File: src/rtl/rom_bus_sequencer_if.sv
// Z80/CPC-side strobes and buses plus the ROM-store fetch handshake, grouped for the sequencer.
// The sequencer uses the slave modport; a bus model or bench drives the master side.
interface rom_bus_sequencer_if;
   logic [15:0] cpu_a;
   logic [7:0]  cpu_d;
   logic        mreq_b;
   logic        iorq_b;
   logic        rd_b;
   logic        wr_b;
   logic        m1_b;
   logic        romen_b;
   logic [15:0] slot_mask;
   logic        low_rom_en;

   logic        mem_req;
   logic [18:0] mem_addr;
   logic        mem_ack;
   logic [7:0]  mem_data;

   logic [7:0]  dout;
   logic        bufoe_b;
   logic        romdis;
   logic        ready;
   logic [7:0]  rom_sel;

   modport slave (
      input  cpu_a, cpu_d, mreq_b, iorq_b, rd_b, wr_b, m1_b, romen_b,
      input  slot_mask, low_rom_en, mem_ack, mem_data,
      output mem_req, mem_addr, dout, bufoe_b, romdis, ready, rom_sel
   );

   modport master (
      output cpu_a, cpu_d, mreq_b, iorq_b, rd_b, wr_b, m1_b, romen_b,
      output slot_mask, low_rom_en, mem_ack, mem_data,
      input  mem_req, mem_addr, dout, bufoe_b, romdis, ready, rom_sel
   );
endinterface

File: src/rtl/rom_bus_sequencer.sv
// Serves CPC upper/lower ROM reads from an external ROM store and tracks the upper-ROM select.
// Define ROMSEQ_WAITSTATE_EN to hold the Z80 in wait states while a fetch is outstanding.
module rom_bus_sequencer #(
   parameter int ACK_TIMEOUT = 15
) (
   input logic           clk,
   input logic           reset,
   rom_bus_sequencer_if.slave bus
);

   typedef enum logic [1:0] {
      IDLE  = 2'b00,
      REQ   = 2'b01,
      DRIVE = 2'b10,
      ABORT = 2'b11
   } state_t;

   localparam logic [4:0] TO_LAST = 5'(ACK_TIMEOUT - 1);

   state_t      state_q, state_d;
   logic [5:0]  sync1_q, sync2_q;
   logic        io_cond_q, rd_cond_q;
   logic [4:0]  cnt_q;
   logic [18:0] mem_addr_q;
   logic [7:0]  dout_q;
   logic [7:0]  rom_sel_q;

   logic mreq_s, iorq_s, rd_s, wr_s, m1_s, romen_s;
   logic io_cond, rd_cond, io_wr, rd_start;
   logic upper, lower, read_ok, bus_release;

   // Synchronizers idle at the inactive (high) strobe level.
   always_ff @(posedge clk or posedge reset) begin
      if (reset) begin
         sync1_q <= '1;
         sync2_q <= '1;
      end else begin
         // NOTE: non-blocking assignments let sync1_q and sync2_q form two real flops;
         // blocking here would collapse the chain into a single stage.
         sync1_q <= {bus.mreq_b, bus.iorq_b, bus.rd_b, bus.wr_b, bus.m1_b, bus.romen_b};
         sync2_q <= sync1_q;
      end
   end

   assign {mreq_s, iorq_s, rd_s, wr_s, m1_s, romen_s} = sync2_q;

   assign io_cond     = ~iorq_s & ~wr_s & m1_s;
   assign rd_cond     = ~mreq_s & ~rd_s & ~romen_s;
   assign io_wr       = io_cond & ~io_cond_q & ~bus.cpu_a[13];
   assign rd_start    = rd_cond & ~rd_cond_q;
   assign upper       = (bus.cpu_a[15:14] == 2'b11);
   assign lower       = ~bus.cpu_a[15];
   assign bus_release = rd_s | romen_s;
   assign read_ok     = rd_start &
                        ((upper & (rom_sel_q[7:4] == 4'h0) & bus.slot_mask[rom_sel_q[3:0]]) |
                         (lower & bus.low_rom_en));

   // Edge history resets as "already active" so a strobe held across reset release
   // must go inactive before it can start a new cycle.
   always_ff @(posedge clk or posedge reset) begin
      if (reset) begin
         io_cond_q <= 1'b1;
         rd_cond_q <= 1'b1;
      end else begin
         io_cond_q <= io_cond;
         rd_cond_q <= rd_cond;
      end
   end

   always_comb begin
      // NOTE: next state defaults to the current one so every path assigns it and no latch forms.
      state_d = state_q;
      unique case (state_q)
         IDLE:  if (read_ok) state_d = REQ;
         REQ: begin
            if (rd_s)                  state_d = IDLE;
            else if (bus.mem_ack)      state_d = DRIVE;
            else if (cnt_q == TO_LAST) state_d = ABORT;
         end
         DRIVE: if (bus_release) state_d = IDLE;
         ABORT: if (bus_release) state_d = IDLE;
         default: state_d = IDLE;
      endcase
   end

   always_ff @(posedge clk or posedge reset) begin
      if (reset) begin
         state_q    <= IDLE;
         cnt_q      <= '0;
         mem_addr_q <= '0;
         dout_q     <= '0;
         rom_sel_q  <= '0;
      end else begin
         state_q <= state_d;

         if (state_q != REQ)     cnt_q <= '0;
         else if (cnt_q != 5'h1f) cnt_q <= cnt_q + 5'd1;

         // Lower-ROM fetches carry no slot number.
         if (state_q == IDLE && read_ok)
            mem_addr_q <= {lower, (lower ? 4'h0 : rom_sel_q[3:0]), bus.cpu_a[13:0]};

         if (state_q == REQ && !rd_s && bus.mem_ack)
            dout_q <= bus.mem_data;

         if (io_wr)
            rom_sel_q <= bus.cpu_d;
      end
   end

   // DRIVE is 2'b10, so the async clear to IDLE flips a single state bit and the
   // DRIVE decode behind bufoe_b cannot pulse low on the way out.
   assign bus.mem_req  = (state_q == REQ);
   assign bus.romdis   = (state_q == REQ) | ((state_q == DRIVE) & ~bus_release);
   assign bus.bufoe_b  = ~((state_q == DRIVE) & ~bus_release);
   assign bus.mem_addr = mem_addr_q;
   assign bus.dout     = dout_q;
   assign bus.rom_sel  = rom_sel_q;

`ifdef ROMSEQ_WAITSTATE_EN
   assign bus.ready = (state_q != REQ);
`else
   assign bus.ready = 1'b1;
`endif

endmodule
File: src/flat_wrapper.sv
// flat-port wrapper written by rule: the top's interface ports become plain ports
module rom_bus_sequencer_flat 
#(
   parameter int ACK_TIMEOUT = 15
)
  (clk, reset, bus_cpu_a, bus_cpu_d, bus_mreq_b, bus_iorq_b, bus_rd_b, bus_wr_b, bus_m1_b, bus_romen_b, bus_slot_mask, bus_low_rom_en, bus_mem_ack, bus_mem_data, bus_mem_req, bus_mem_addr, bus_dout, bus_bufoe_b, bus_romdis, bus_ready, bus_rom_sel);
  rom_bus_sequencer_if bus_i ();
  input logic clk;
  input logic reset;
  input wire logic [$bits(bus_i.cpu_a)-1:0] bus_cpu_a;
  input wire logic [$bits(bus_i.cpu_d)-1:0] bus_cpu_d;
  input wire logic [$bits(bus_i.mreq_b)-1:0] bus_mreq_b;
  input wire logic [$bits(bus_i.iorq_b)-1:0] bus_iorq_b;
  input wire logic [$bits(bus_i.rd_b)-1:0] bus_rd_b;
  input wire logic [$bits(bus_i.wr_b)-1:0] bus_wr_b;
  input wire logic [$bits(bus_i.m1_b)-1:0] bus_m1_b;
  input wire logic [$bits(bus_i.romen_b)-1:0] bus_romen_b;
  input wire logic [$bits(bus_i.slot_mask)-1:0] bus_slot_mask;
  input wire logic [$bits(bus_i.low_rom_en)-1:0] bus_low_rom_en;
  input wire logic [$bits(bus_i.mem_ack)-1:0] bus_mem_ack;
  input wire logic [$bits(bus_i.mem_data)-1:0] bus_mem_data;
  output wire logic [$bits(bus_i.mem_req)-1:0] bus_mem_req;
  output wire logic [$bits(bus_i.mem_addr)-1:0] bus_mem_addr;
  output wire logic [$bits(bus_i.dout)-1:0] bus_dout;
  output wire logic [$bits(bus_i.bufoe_b)-1:0] bus_bufoe_b;
  output wire logic [$bits(bus_i.romdis)-1:0] bus_romdis;
  output wire logic [$bits(bus_i.ready)-1:0] bus_ready;
  output wire logic [$bits(bus_i.rom_sel)-1:0] bus_rom_sel;
  assign bus_i.cpu_a = bus_cpu_a;
  assign bus_i.cpu_d = bus_cpu_d;
  assign bus_i.mreq_b = bus_mreq_b;
  assign bus_i.iorq_b = bus_iorq_b;
  assign bus_i.rd_b = bus_rd_b;
  assign bus_i.wr_b = bus_wr_b;
  assign bus_i.m1_b = bus_m1_b;
  assign bus_i.romen_b = bus_romen_b;
  assign bus_i.slot_mask = bus_slot_mask;
  assign bus_i.low_rom_en = bus_low_rom_en;
  assign bus_i.mem_ack = bus_mem_ack;
  assign bus_i.mem_data = bus_mem_data;
  assign bus_mem_req = bus_i.mem_req;
  assign bus_mem_addr = bus_i.mem_addr;
  assign bus_dout = bus_i.dout;
  assign bus_bufoe_b = bus_i.bufoe_b;
  assign bus_romdis = bus_i.romdis;
  assign bus_ready = bus_i.ready;
  assign bus_rom_sel = bus_i.rom_sel;
  rom_bus_sequencer #(.ACK_TIMEOUT(ACK_TIMEOUT)) u_core (.clk(clk), .reset(reset), .bus(bus_i));
endmodule
File: config.mk
export PLATFORM = sky130hd
export DESIGN_NAME = rom_bus_sequencer_flat
export DESIGN_NICKNAME = d
export VERILOG_FILES = /design/src/rtl/rom_bus_sequencer_if.sv /design/src/rtl/rom_bus_sequencer.sv /design/src/flat_wrapper.sv
export SDC_FILE = /design/constraint.sdc
export NUM_CORES = 1
export LEC_CHECK = 0
export BUFFER_PORTS_ARGS = -buffer_cell sky130_fd_sc_hd__buf_2
export CAP_MARGIN = 20
export CORE_UTILIZATION = 47
export CTS_CLUSTER_SIZE = 14
export DETAILED_ROUTE_END_ITERATION = 10
export PLACE_DENSITY_LB_ADDON = 0.15
export SYNTH_ARGS = -nofsm -noshare
export SYNTH_HDL_FRONTEND = slang
export SYNTH_SLANG_ARGS = --single-unit
File: constraint.sdc
create_clock -name clk -period 2.25 [get_ports clk]
set_input_delay 0.225 -clock clk [delete_from_list [all_inputs] [get_ports clk]]
set_output_delay 0.225 -clock clk [all_outputs]
set_load 0.05 [all_outputs]
==> key figures, run 1 <==
Yosys
  • Cells after synthesis: 162
  • Ys flop type: dfrtp_1
  • Distinct cells, synth: 45
  • Net count after synthesis: 223
  • Post-Syn Area per Cell: 14.5 µm²
  • Count leader, synth: dfrtp_1
  • Yosys Warn Count: 0
  • Yosys top cell by area: dfrtp_1
  • #FFs+latches synth: 56
  • Post-Syn Area: 2350 µm²
  • Synth top area share: 44.7%
  • Top post-synthesis cells by area: dfrtp_1, dfstp_2, mux2_2
  • Top cells by count, synth: dfrtp_1, mux2_2, dfstp_2
  • Register area share after synthesis: 60.3%
  • Number of flops mapped to enable cells by yosys: 0
  • Asr flop ratio synth: 100%

Clock network
  • H-tree depth: 2
  • Root buffer cell: clkbuf_8
  • Post-cts resize count: 0
  • CTS clk-pin slew, worst paths: 100 ps
  • CTS tree: yes
  • Max Buffers Root-to-Sink: 2
  • Cts bufs inserted: 5
  • Number of clock sinks: 56
  • Post-CTS Setup Bufs: 0
  • Skew-Pair Late Insertion Delay: 300 ps

STA
  • Setup-failing EPs final: 0
  • Unrepaired setup endpoints after global routing: false
  • FMAX: 480 MHz
  • Clock skew: 7.23 ps
  • Fin. max-slew vios: 0
  • Fin Setup TNS: 0 ps
  • Period Utilization, post-route: 92.6%
  • Worst hold margin: -17.0 ps
  • Final hold vios: 16
  • Relative slew margins: 60.3%
  • Worst Tran Pin Value: 595 ps
  • Final min period: 2080 ps

Drt
  • Starting DRT DRC Count: 83
  • TritonRoute pass-1 iters: 4
  • Routed Antenna Nets: 0
  • Vias per inst: 4.94
  • WL per Instance: 12.8 µm
  • DRC Markers: 0
  • DR vias: 1649
  • Drt total wl: 4290 µm

Global routing
  • Grt ovf: 0
  • Vias in the first global route: 1608
  • All-Layer GR Usage: 17.9%
  • Antenna violations before repair: 0
  • Pin count of the biggest net entering global routing: 32
  • First-pass GRT wire length: 7200 µm

Placement
  • DP Wirelength: 3310 µm
  • Global placer's final weighted congestion: 0.861
  • I/O Buffers: 95
  • DP Area: 2910 µm²

Critical path
  • Crit-path slowest cell: dfrtp_1
  • CP Launch Type: register
  • CP Max Fanout: 16
  • CP Data Arrival Time: 2270 ps
  • Worst r2r src: u_core.bus.rom_sel[5]$_DFFE_PP0P_
  • CP peak stage delay: 400 ps
  • Setup crit end kind: register
  • Kind of critical path: reg -> reg
  • Crit-path cells: nor4_1 > and4_2 > and4_4 > o31a_1 > buf_12 > mux2_2
  • Crit path required time: 2440 ps
  • Critical path origin: u_core.bus.rom_sel[5]$_DFFE_PP0P_

Layout
  • Non-Filler Cell Area, Final: 3060 µm²
  • Ratio of cells with drive above 1 in the final layout: 61.0%
  • Area Overhead vs Synth: 29.9%
  • # diodes: 0
  • Nets@finish: 327
  • Fin util: 63.9%

Run status
  • Outcome: complete, but fails checks
  • Failing checks: hold timing

Floorplanning
  • Initial Util: 49.2%
  • Cell Rows: 25
  • Die H: 72.8 µm
  • I/O pin count: 97
  • Core area: 4790 µm²
  • Die area: 5290 µm²
  • Die width: 72.8 µm

Min path
  • Min-Delay Path Class: in -> async

Power and ir drop
  • Peak VDD IR: 584 µV
  • Leakage power total: 1.56 nW
  • Power Density: 1030 nW/µm²

Flow run
  • Max-cap violations: 0
## metal layers
layer / up-vias / GRT usage [%] / part of all wire [%]
met3: 5 / 3.45 / 6.3
met1: 805 / 24.2 / 45
met5: - / 0 / 0
met2: 59 / 29.1 / 48
met4: 0 / 5.88 / 0.93
li1: 780 / - / -
## metrics by stage
stage,worst slack [ps],hold slack [ps],cells,power (mW)
2_1_floorplan,18.1,229,162,2.21
3_3_place_gp,193,324,324,2.47
3_5_place_dp,152,331,324,2.48
4_1_cts,127,2.70,332,3.18
5_1_grt,59.3,3.29,334,3.29
6_report,167,-17.0,334,3.16
## state kept, by name, summed over array words and instances, names as in the netlist
signal	count
u_core.bus.mem_addr	19
u_core.bus.dout	8
u_core.bus.rom_sel	8
u_core.sync1_q	6
u_core.sync2_q	6
u_core.cnt_q	5
u_core.state_q	2
u_core.io_cond_q	1
u_core.rd_cond_q	1
## worst max-delay path, delay by kind of cell, from the launching register on
family | cells | cell delay (ps)
flops | 1 | 400
buf+inv | 1 | 180
mux | 1 | 350
compound gates | 1 | 200
simple gates | 3 | 850
## layout make-up
cell class	count	area, µm²
clock inverters	1	30.0
clock buffers	7	96.3
fillers	400	1730
multi-input cells	96	862
flip-flops and latches	56	1420
inverters	5	18.8
repair buffers	102	546
well taps	67	83.8
## worst paths after layout
check	end	slack, ps	cells past startpoint
worst max-delay path	u_core.bus.mem_addr[12]$_DFFE_PP0P_	170	6
worst min-delay path	u_core.bus.mem_addr[0]$_DFFE_PP0P_	-20	2
worst max register to register	u_core.bus.mem_addr[12]$_DFFE_PP0P_	170	6
worst min register to register	u_core.sync2_q[5]$_DFF_PP1_	360	0
max in group asynchronous	u_core.sync1_q[0]$_DFF_PP1_	1620	3
min in group clk	u_core.sync1_q[4]$_DFF_PP1_	20	1
## what timing repair did
action	in CTS	in global routing
hold buffers	0	2
setup endpoints to repair	0	0
hold endpoints to repair	0	2
## where the power goes
group | internal (mW) | switching (mW) | total [mW]
sequential | 1.20 | 0.123 | 1.32
clock | 0.393 | 0.306 | 0.698
combinational | 0.351 | 0.787 | 1.14
## layout by cell type, fill, tap and decap left out, types with 3 or more instances in the layout
master    Yosys  final
o21ai_0       4      4
ha_1          3      3
inv_1         5      4
clkbuf_8      0      7
dfrtp_1      42     41
buf_2         0     95
nor2_1        9      9
dfstp_2      14     14
mux2i_1       9      9
mux2_4        8      8
nand2_1       3      3
a32o_1        3      3
buf_4         1      4
mux2_2       22     22
## logic make-up after synthesis
| logic type | after synthesis | share of synthesized area (%) |
|---|---|---|
| compound gates | 17 | 5.32 |
| flops | 56 | 60.3 |
| other cells | 1 | 0.159 |
| fa+ha+maj | 3 | 1.60 |
| mux | 39 | 19.5 |
| simple gates | 33 | 8.99 |
| xor+xnor | 3 | 1.12 |
| buf+inv | 10 | 3.08 |
(Power assumes the default switching activity.)
==> run 2: changes to the inputs <==
Settings changed: CORE_UTILIZATION 47 to 43.
Clock period 2.25 ns to 1.7 ns, I/O delays scaled along.
==> run 2 against run 1 <==
The flow finishes with violations (setup timing); clock power up 24%; sequential power up 33%; cell count up 7.5%; combinational power up 50%; worst setup slack worse by 450 ps; highest routed layer unchanged; clock skew down 2.7 ps; final area up 12%; critical path type unchanged; power up 37%; clock-buffer cell count down 2; flip-flop and latch count unchanged.
==> key figures, run 2 (synthesis results as in run 1) <==
Run status
  • Outcome: complete, but fails checks (unchanged)
  • Failing checks: setup timing (was hold timing)

Floorplanning
  • Die H: 76.0 µm (was 72.8 µm)
  • Core area: 5200 µm² (was 4790 µm²)
  • Die width: 76.0 µm (was 72.8 µm)
  • I/O pin count: 97 (unchanged)
  • Initial Util: 45.2% (was 49.2%)
  • Die area: 5770 µm² (was 5290 µm²)
  • Cell Rows: 26 (was 25)

Clock network
  • Max Buffers Root-to-Sink: 2 (unchanged)
  • Number of clock sinks: 56 (unchanged)
  • CTS tree: yes (unchanged)
  • Root buffer cell: clkbuf_8 (unchanged)
  • Cts bufs inserted: 5 (unchanged)
  • CTS clk-pin slew, worst paths: 100 ps (about the same)
  • Skew-Pair Late Insertion Delay: 300 ps (about the same)
  • H-tree depth: 2 (unchanged)

Flow run
  • Max-cap violations: 0 (unchanged)

Global routing
  • Pin count of the biggest net entering global routing: 57 (was 32)
  • Grt ovf: 0 (unchanged)
  • All-Layer GR Usage: 17.7% (was 17.9%)
  • First-pass GRT wire length: 8090 µm (was 7200 µm)
  • Vias in the first global route: 1756 (was 1608)
  • Antenna violations before repair: 0 (unchanged)

Placement
  • Global placer's final weighted congestion: 0.714 (was 0.861)
  • I/O Buffers: 95 (unchanged)
  • DP Wirelength: 3260 µm (was 3310 µm)

Critical path
  • Crit path required time: 1890 ps (was 2440 ps)
  • WP buf/inv: 1 (unchanged)
  • Critical path origin: u_core.bus.rom_sel[7]$_DFFE_PP0P_ (was u_core.bus.rom_sel[5]$_DFFE_PP0P_)
  • Setup crit end kind: register (unchanged)
  • CP peak stage delay: 440 ps (was 400 ps)
  • Crit-path slowest cell: dfrtp_2 (was dfrtp_1)
  • CP Data Arrival Time: 2170 ps (was 2270 ps)
  • Worst r2r src: u_core.bus.rom_sel[7]$_DFFE_PP0P_ (was u_core.bus.rom_sel[5]$_DFFE_PP0P_)
  • CP Depth: 6 (unchanged)
  • FF-to-FF End: u_core.bus.mem_addr[11]$_DFFE_PP0P_ (was u_core.bus.mem_addr[12]$_DFFE_PP0P_)
  • R2R cell count: 6 (unchanged)
  • Top cell by count, worst path: and4_4
  • Kind of critical path: reg -> reg (unchanged)
  • Reg2reg setup slack: -280 ps (was 170 ps)
  • CP Launch Type: register (unchanged)
  • Crit-path cells: nor4_4 > and4_4 > and4_4 > o31a_1 > buf_6 > mux2_4 (was nor4_1 > and4_2 > and4_4 > o31a_1 > buf_12 > mux2_2)
  • CP Max Fanout: 8 (was 16)
  • Delay-heaviest family, CP: simple AND/OR/NAND/NOR gates (unchanged)
  • End point of the critical path: u_core.bus.mem_addr[11]$_DFFE_PP0P_ (was u_core.bus.mem_addr[12]$_DFFE_PP0P_)

Drt
  • DRC Markers: 0 (unchanged)
  • TritonRoute pass-1 iters: 4 (unchanged)
  • Routed Antenna Nets: 0 (unchanged)
  • Drt total wl: 4740 µm (was 4290 µm)
  • Vias per inst: 4.77 (was 4.94)
  • WL per Instance: 13.2 µm (was 12.8 µm)
  • Starting DRT DRC Count: 64 (was 83)
  • DR vias: 1714 (was 1649)

STA
  • Fin. max-slew vios: 0 (unchanged)
  • Clock skew: 4.50 ps (was 7.23 ps)
  • Final hold vios: 0 (was 16)
  • Period Utilization, post-route: 116% (was 92.6%)
  • FMAX: 506 MHz (was 480 MHz)
  • Unrepaired setup endpoints after global routing: true (was false)
  • Worst hold margin: 88.6 ps (was -17.0 ps)
  • Final min period: 1980 ps (was 2080 ps)
  • Setup-failing EPs final: 19 (was 0)
  • Final setup margin: -278 ps (was 167 ps)

Power and ir drop
  • Leakage power total: 1.70 nW (was 1.56 nW)
  • Power Density: 1270 nW/µm² (was 1030 nW/µm²)
  • Peak VDD IR: 1160 µV (was 584 µV)

Layout
  • Nets@finish: 349 (was 327)
  • Commonest cells after routing, fill and taps aside: buf_2, dfrtp_1, mux2_2 (unchanged)
  • # fillers: 433 (was 400)
  • Area Overhead vs Synth: 45.1% (was 29.9%)
  • Max reg flops: 19 (unchanged)
  • # diodes: 0 (unchanged)
  • Most common cell after layout, fill and taps aside: buf_2 (unchanged)
  • Ratio of cells with drive above 1 in the final layout: 68.2% (was 61.0%)
  • Fin util: 65.6% (was 63.9%)

Min path
  • Min-Delay Path Class: in -> reg (was in -> async)
  • Hold path cells: 2
-- run 2: cell count changes in the layout (fill, tap and decap cells not counted), moves of 5 or more --
cell,delta
mux2_2,-6
dlygate4sd3_1,+5
buf_6,+6
dfrtp_1,-5
dfrtp_2,+5
mux2_4,+6
buf_4,+10
-- run 2: worst min path at each step --
stage                                               to  slack, ps            start
floorplan                  u_core.sync1_q[0]$_DFF_PP1_        170      bus_romen_b
global placement    u_core.bus.mem_addr[7]$_DFFE_PP0P_        250            reset
detailed placement  u_core.bus.mem_addr[0]$_DFFE_PP0P_        240            reset
CTS                 u_core.bus.mem_addr[3]$_DFFE_PP0P_         80     bus_cpu_a[3]
global route            u_core.bus.dout[1]$_DFFE_PP0P_         70  bus_mem_data[1]
finish              u_core.bus.mem_addr[3]$_DFFE_PP0P_         90     bus_cpu_a[3]
-- run 2: through the flow --
stage	power, mW	setup slack (ps)	TNS (ps)	instances	area (µm²)
global route	4.52	-357	-5830	359	3410
detailed placement	3.35	-364	-5850	341	3060
CTS	4.32	-333	-5410	362	3420
floorplan	2.93	-400	-5830	162	2370
global placement	3.34	-296	-4860	341	3060
finish	4.33	-278	-4180	359	3410
-- run 2: repair_timing --
action                                 in CTS  in global routing
setup buffers                               6                  1
cloned                                      1                  0
endpoints found under the hold margin      48                  0
pin swaps                                  12                  9
resized for setup                          30                 13
setup endpoints to repair                  22                 22
hold buffers                                7                  0
-- run 2: routing by layer --
| layer | global-route usage [%] | share of wire, % | vias up |
|---|---|---|---|
| li1 | - | - | 825 |
| met1 | 23.5 | 44 | 823 |
| met2 | 28.4 | 50 | 61 |
| met3 | 4.79 | 5.6 | 5 |
| met4 | 5.58 | 0.80 | 0 |
| met5 | 0 | 0 | - |
-- run 2: where the power goes --
group	switching [mW]	internal, mW	leakage (nW)
clock network	0.422	0.444	0.0583
logic	1.12	0.599	0.968
registers	0.159	1.59	0.677
total	1.70	2.63	1.70
-- run 2: final cells by class --
class	count	area, µm²	area share [%]
flip-flops and latches	56	1430	41.8
multi-input cells	96	983	28.8
repair buffers	124	778	22.8
well taps	70	87.6	2.57
clock buffers	5	68.8	2.02
clock inverters	3	47.5	1.39
inverters	5	22.5	0.660
-- run 2: worst reg2reg max path, cell delays in order, from the launching register on --
cell	delay [ps]
dfrtp_2	440
nor4_4	270
and4_4	240
and4_4	220
o31a_1	200
buf_6	180
mux2_4	320
==> run 3: changes to the inputs <==
Settings changed: CAP_MARGIN 20 to 0, CORE_UTILIZATION 43 to 45, CTS_BUF_LIST set to sky130_fd_sc_hd__clkbuf_4 sky130_fd_sc_hd__clkbuf_8.
==> run 3 against run 2 <==
The flow still finishes with violations (setup timing); critical path depth is the same; critical path type unchanged; core utilization grew 4.3 points; global-route usage grew 0.40 points; hold slack gained 2.2 ps; worst setup slack lost 36 ps; clock power shrank 14%; final area is essentially flat.
==> key figures, run 3 (synthesis results as in run 1) <==
Critical path
  • Crit path required time: 1890 ps (about the same)
  • CP Data Arrival Time: 2210 ps (was 2170 ps)
  • CP Launch Type: register (unchanged)
  • Setup crit end kind: register (unchanged)
  • Kind of critical path: reg -> reg (unchanged)
  • CP Max Fanout: 15 (was 8)

Floorplanning
  • Die area: 5520 µm² (was 5770 µm²)
  • Die H: 74.3 µm (was 76.0 µm)
  • Core area: 4880 µm² (was 5200 µm²)
  • I/O pin count: 97 (unchanged)
  • Initial Util: 48.2% (was 45.2%)
  • Cell Rows: 25 (was 26)
  • Die width: 74.3 µm (was 76.0 µm)

Drt
  • DRC Markers: 0 (unchanged)
  • Drt total wl: 4830 µm (was 4740 µm)
  • WL per Instance: 13.3 µm (was 13.2 µm)
  • DR vias: 1744 (was 1714)
  • Vias per inst: 4.82 (was 4.77)
  • TritonRoute pass-1 iters: 4 (unchanged)
  • Routed Antenna Nets: 0 (unchanged)
  • Starting DRT DRC Count: 41 (was 64)

Placement
  • DP Wirelength: 3590 µm (was 3260 µm)
  • Placed cell count: 344 (was 341)
  • DP Area: 3100 µm² (was 3060 µm²)
  • I/O Buffers: 95 (unchanged)
  • Global placer's final weighted congestion: 0.741 (was 0.714)

Layout
  • Commonest cells after routing, fill and taps aside: buf_2, dfrtp_1, buf_4 (was buf_2, dfrtp_1, mux2_2)
  • Max reg flops: 19 (unchanged)
  • Area Overhead vs Synth: 45.0% (was 45.1%)
  • Non-Filler Cell Area, Final: 3410 µm² (about the same)
  • Final non-filler cell total: 362 (was 359)
  • # diodes: 0 (unchanged)
  • Ratio of cells with drive above 1 in the final layout: 69.2% (was 68.2%)
  • Nets@finish: 355 (was 349)
  • Most common cell after layout, fill and taps aside: buf_2 (unchanged)

STA
  • Final min period: 2010 ps (was 1980 ps)
  • Unrepaired setup endpoints after global routing: true (unchanged)
  • Final hold vios: 0 (unchanged)
  • Clock skew: 9.06 ps (was 4.50 ps)
  • Fin. max-slew vios: 0 (unchanged)
  • Period Utilization, post-route: 118% (was 116%)
  • Fin Setup TNS: -4930 ps (was -4180 ps)
  • Final setup margin: -314 ps (was -278 ps)
  • FMAX: 497 MHz (was 506 MHz)
  • Setup-failing EPs final: 21 (was 19)

Clock network
  • Root buffer cell: clkbuf_8 (unchanged)
  • Cts bufs inserted: 5 (unchanged)
  • Number of clock sinks: 56 (unchanged)
  • Max Buffers Root-to-Sink: 2 (unchanged)
  • CTS clk-pin slew, worst paths: 90 ps (was 100 ps)
  • Skew-Pair Late Insertion Delay: 310 ps (was 300 ps)
  • CTS tree: yes (unchanged)
  • H-tree depth: 2 (unchanged)

Flow run
  • Max-cap violations: 0 (unchanged)

Power and ir drop
  • Power Density: 1240 nW/µm² (was 1270 nW/µm²)
  • Leakage power total: 1.71 nW (was 1.70 nW)
  • Peak VDD IR: 778 µV (was 1160 µV)

Global routing
  • Vias in the first global route: 1705 (was 1756)
  • Grt ovf: 0 (unchanged)
  • Antenna violations before repair: 0 (unchanged)
  • First-pass GRT wire length: 7390 µm (was 8090 µm)
  • Pin count of the biggest net entering global routing: 25 (was 57)
  • All-Layer GR Usage: 18.1% (was 17.7%)

Run status
  • Outcome: complete, but fails checks (unchanged)
  • Failing checks: setup timing (unchanged)

Min path
  • Min-Delay Path Class: in -> reg (unchanged)
## run 3: cell type report
type | count | area [µm²]
Multi-Input combinational cell | 96 | 958
Sequential cell | 56 | 1430
Timing Repair Buffer | 130 | 825
Inverter | 5 | 22.5
Fill cell | 369 | 1470
Tap cell | 67 | 83.8
Clock inverter | 1 | 6.26
Clock buffer | 7 | 90.1
## run 3: metrics by stage
step / hold slack [ps] / setup WS [ps] / utilization [%] / power [mW]
final: 90.8 / -314 / 69.9 / 4.24
after global routing: 73.1 / -392 / 69.9 / 4.46
after CTS: 79.3 / -295 / 68.6 / 4.23
after detailed placement: 206 / -296 / 63.5 / 3.41
after global placement: 208 / -294 / 63.5 / 3.38
after floorplan: 174 / -400 / - / 2.93
## run 3: path summary, 6_finish.rpt
check | cells past startpoint | slack (ps) | to | startpoint
setup / recovery | 6 | -310 | u_core.bus.mem_addr[12]$_DFFE_PP0P_ | u_core.bus.rom_sel[5]$_DFFE_PP0P_
hold / removal | 2 | 90 | u_core.bus.dout[3]$_DFFE_PP0P_ | bus_mem_data[3]
setup reg to reg | 6 | -310 | u_core.bus.mem_addr[12]$_DFFE_PP0P_ | u_core.bus.rom_sel[5]$_DFFE_PP0P_
hold reg to reg | 0 | 360 | u_core.sync2_q[3]$_DFF_PP1_ | u_core.sync1_q[3]$_DFF_PP1_
max in group asynchronous | 4 | 720 | u_core.sync1_q[1]$_DFF_PP1_ | reset
min in group asynchronous | 3 | 420 | u_core.state_q[0]$_DFFE_PP0P_ | reset
## run 3: worst max-delay path: stages, from the launching register on
cell,delay (ps)
dfrtp_2,430
nor4_4,280
and4_4,250
and4_4,230
o31a_1,190
buf_12,180
mux2_2,340
## run 3: timing repair
action                     4_1_cts  5_1_grt
buffers inserted                 3        1
gates resized for setup         17       15
setup endpoints to repair       21       22
pin swaps                        3        6
hold endpoints to repair        19        0
hold buffers                     7        0
## run 3: routing by layer
metal / vias up / GRT usage, % / routed length [µm]
li1: 834 / - / -
met1: 846 / 22.0 / 1980
met2: 58 / 31.3 / 2500
met3: 6 / 5.15 / 311
met4: 0 / 5.66 / 50
met5: - / 0 / 0
## run 3: report_power, final
part	internal, mW	switching [mW]	total [mW]
Combinational	0.627	1.13	1.76
Sequential	1.59	0.153	1.74
Clock	0.349	0.393	0.741
Total	2.57	1.68	4.24
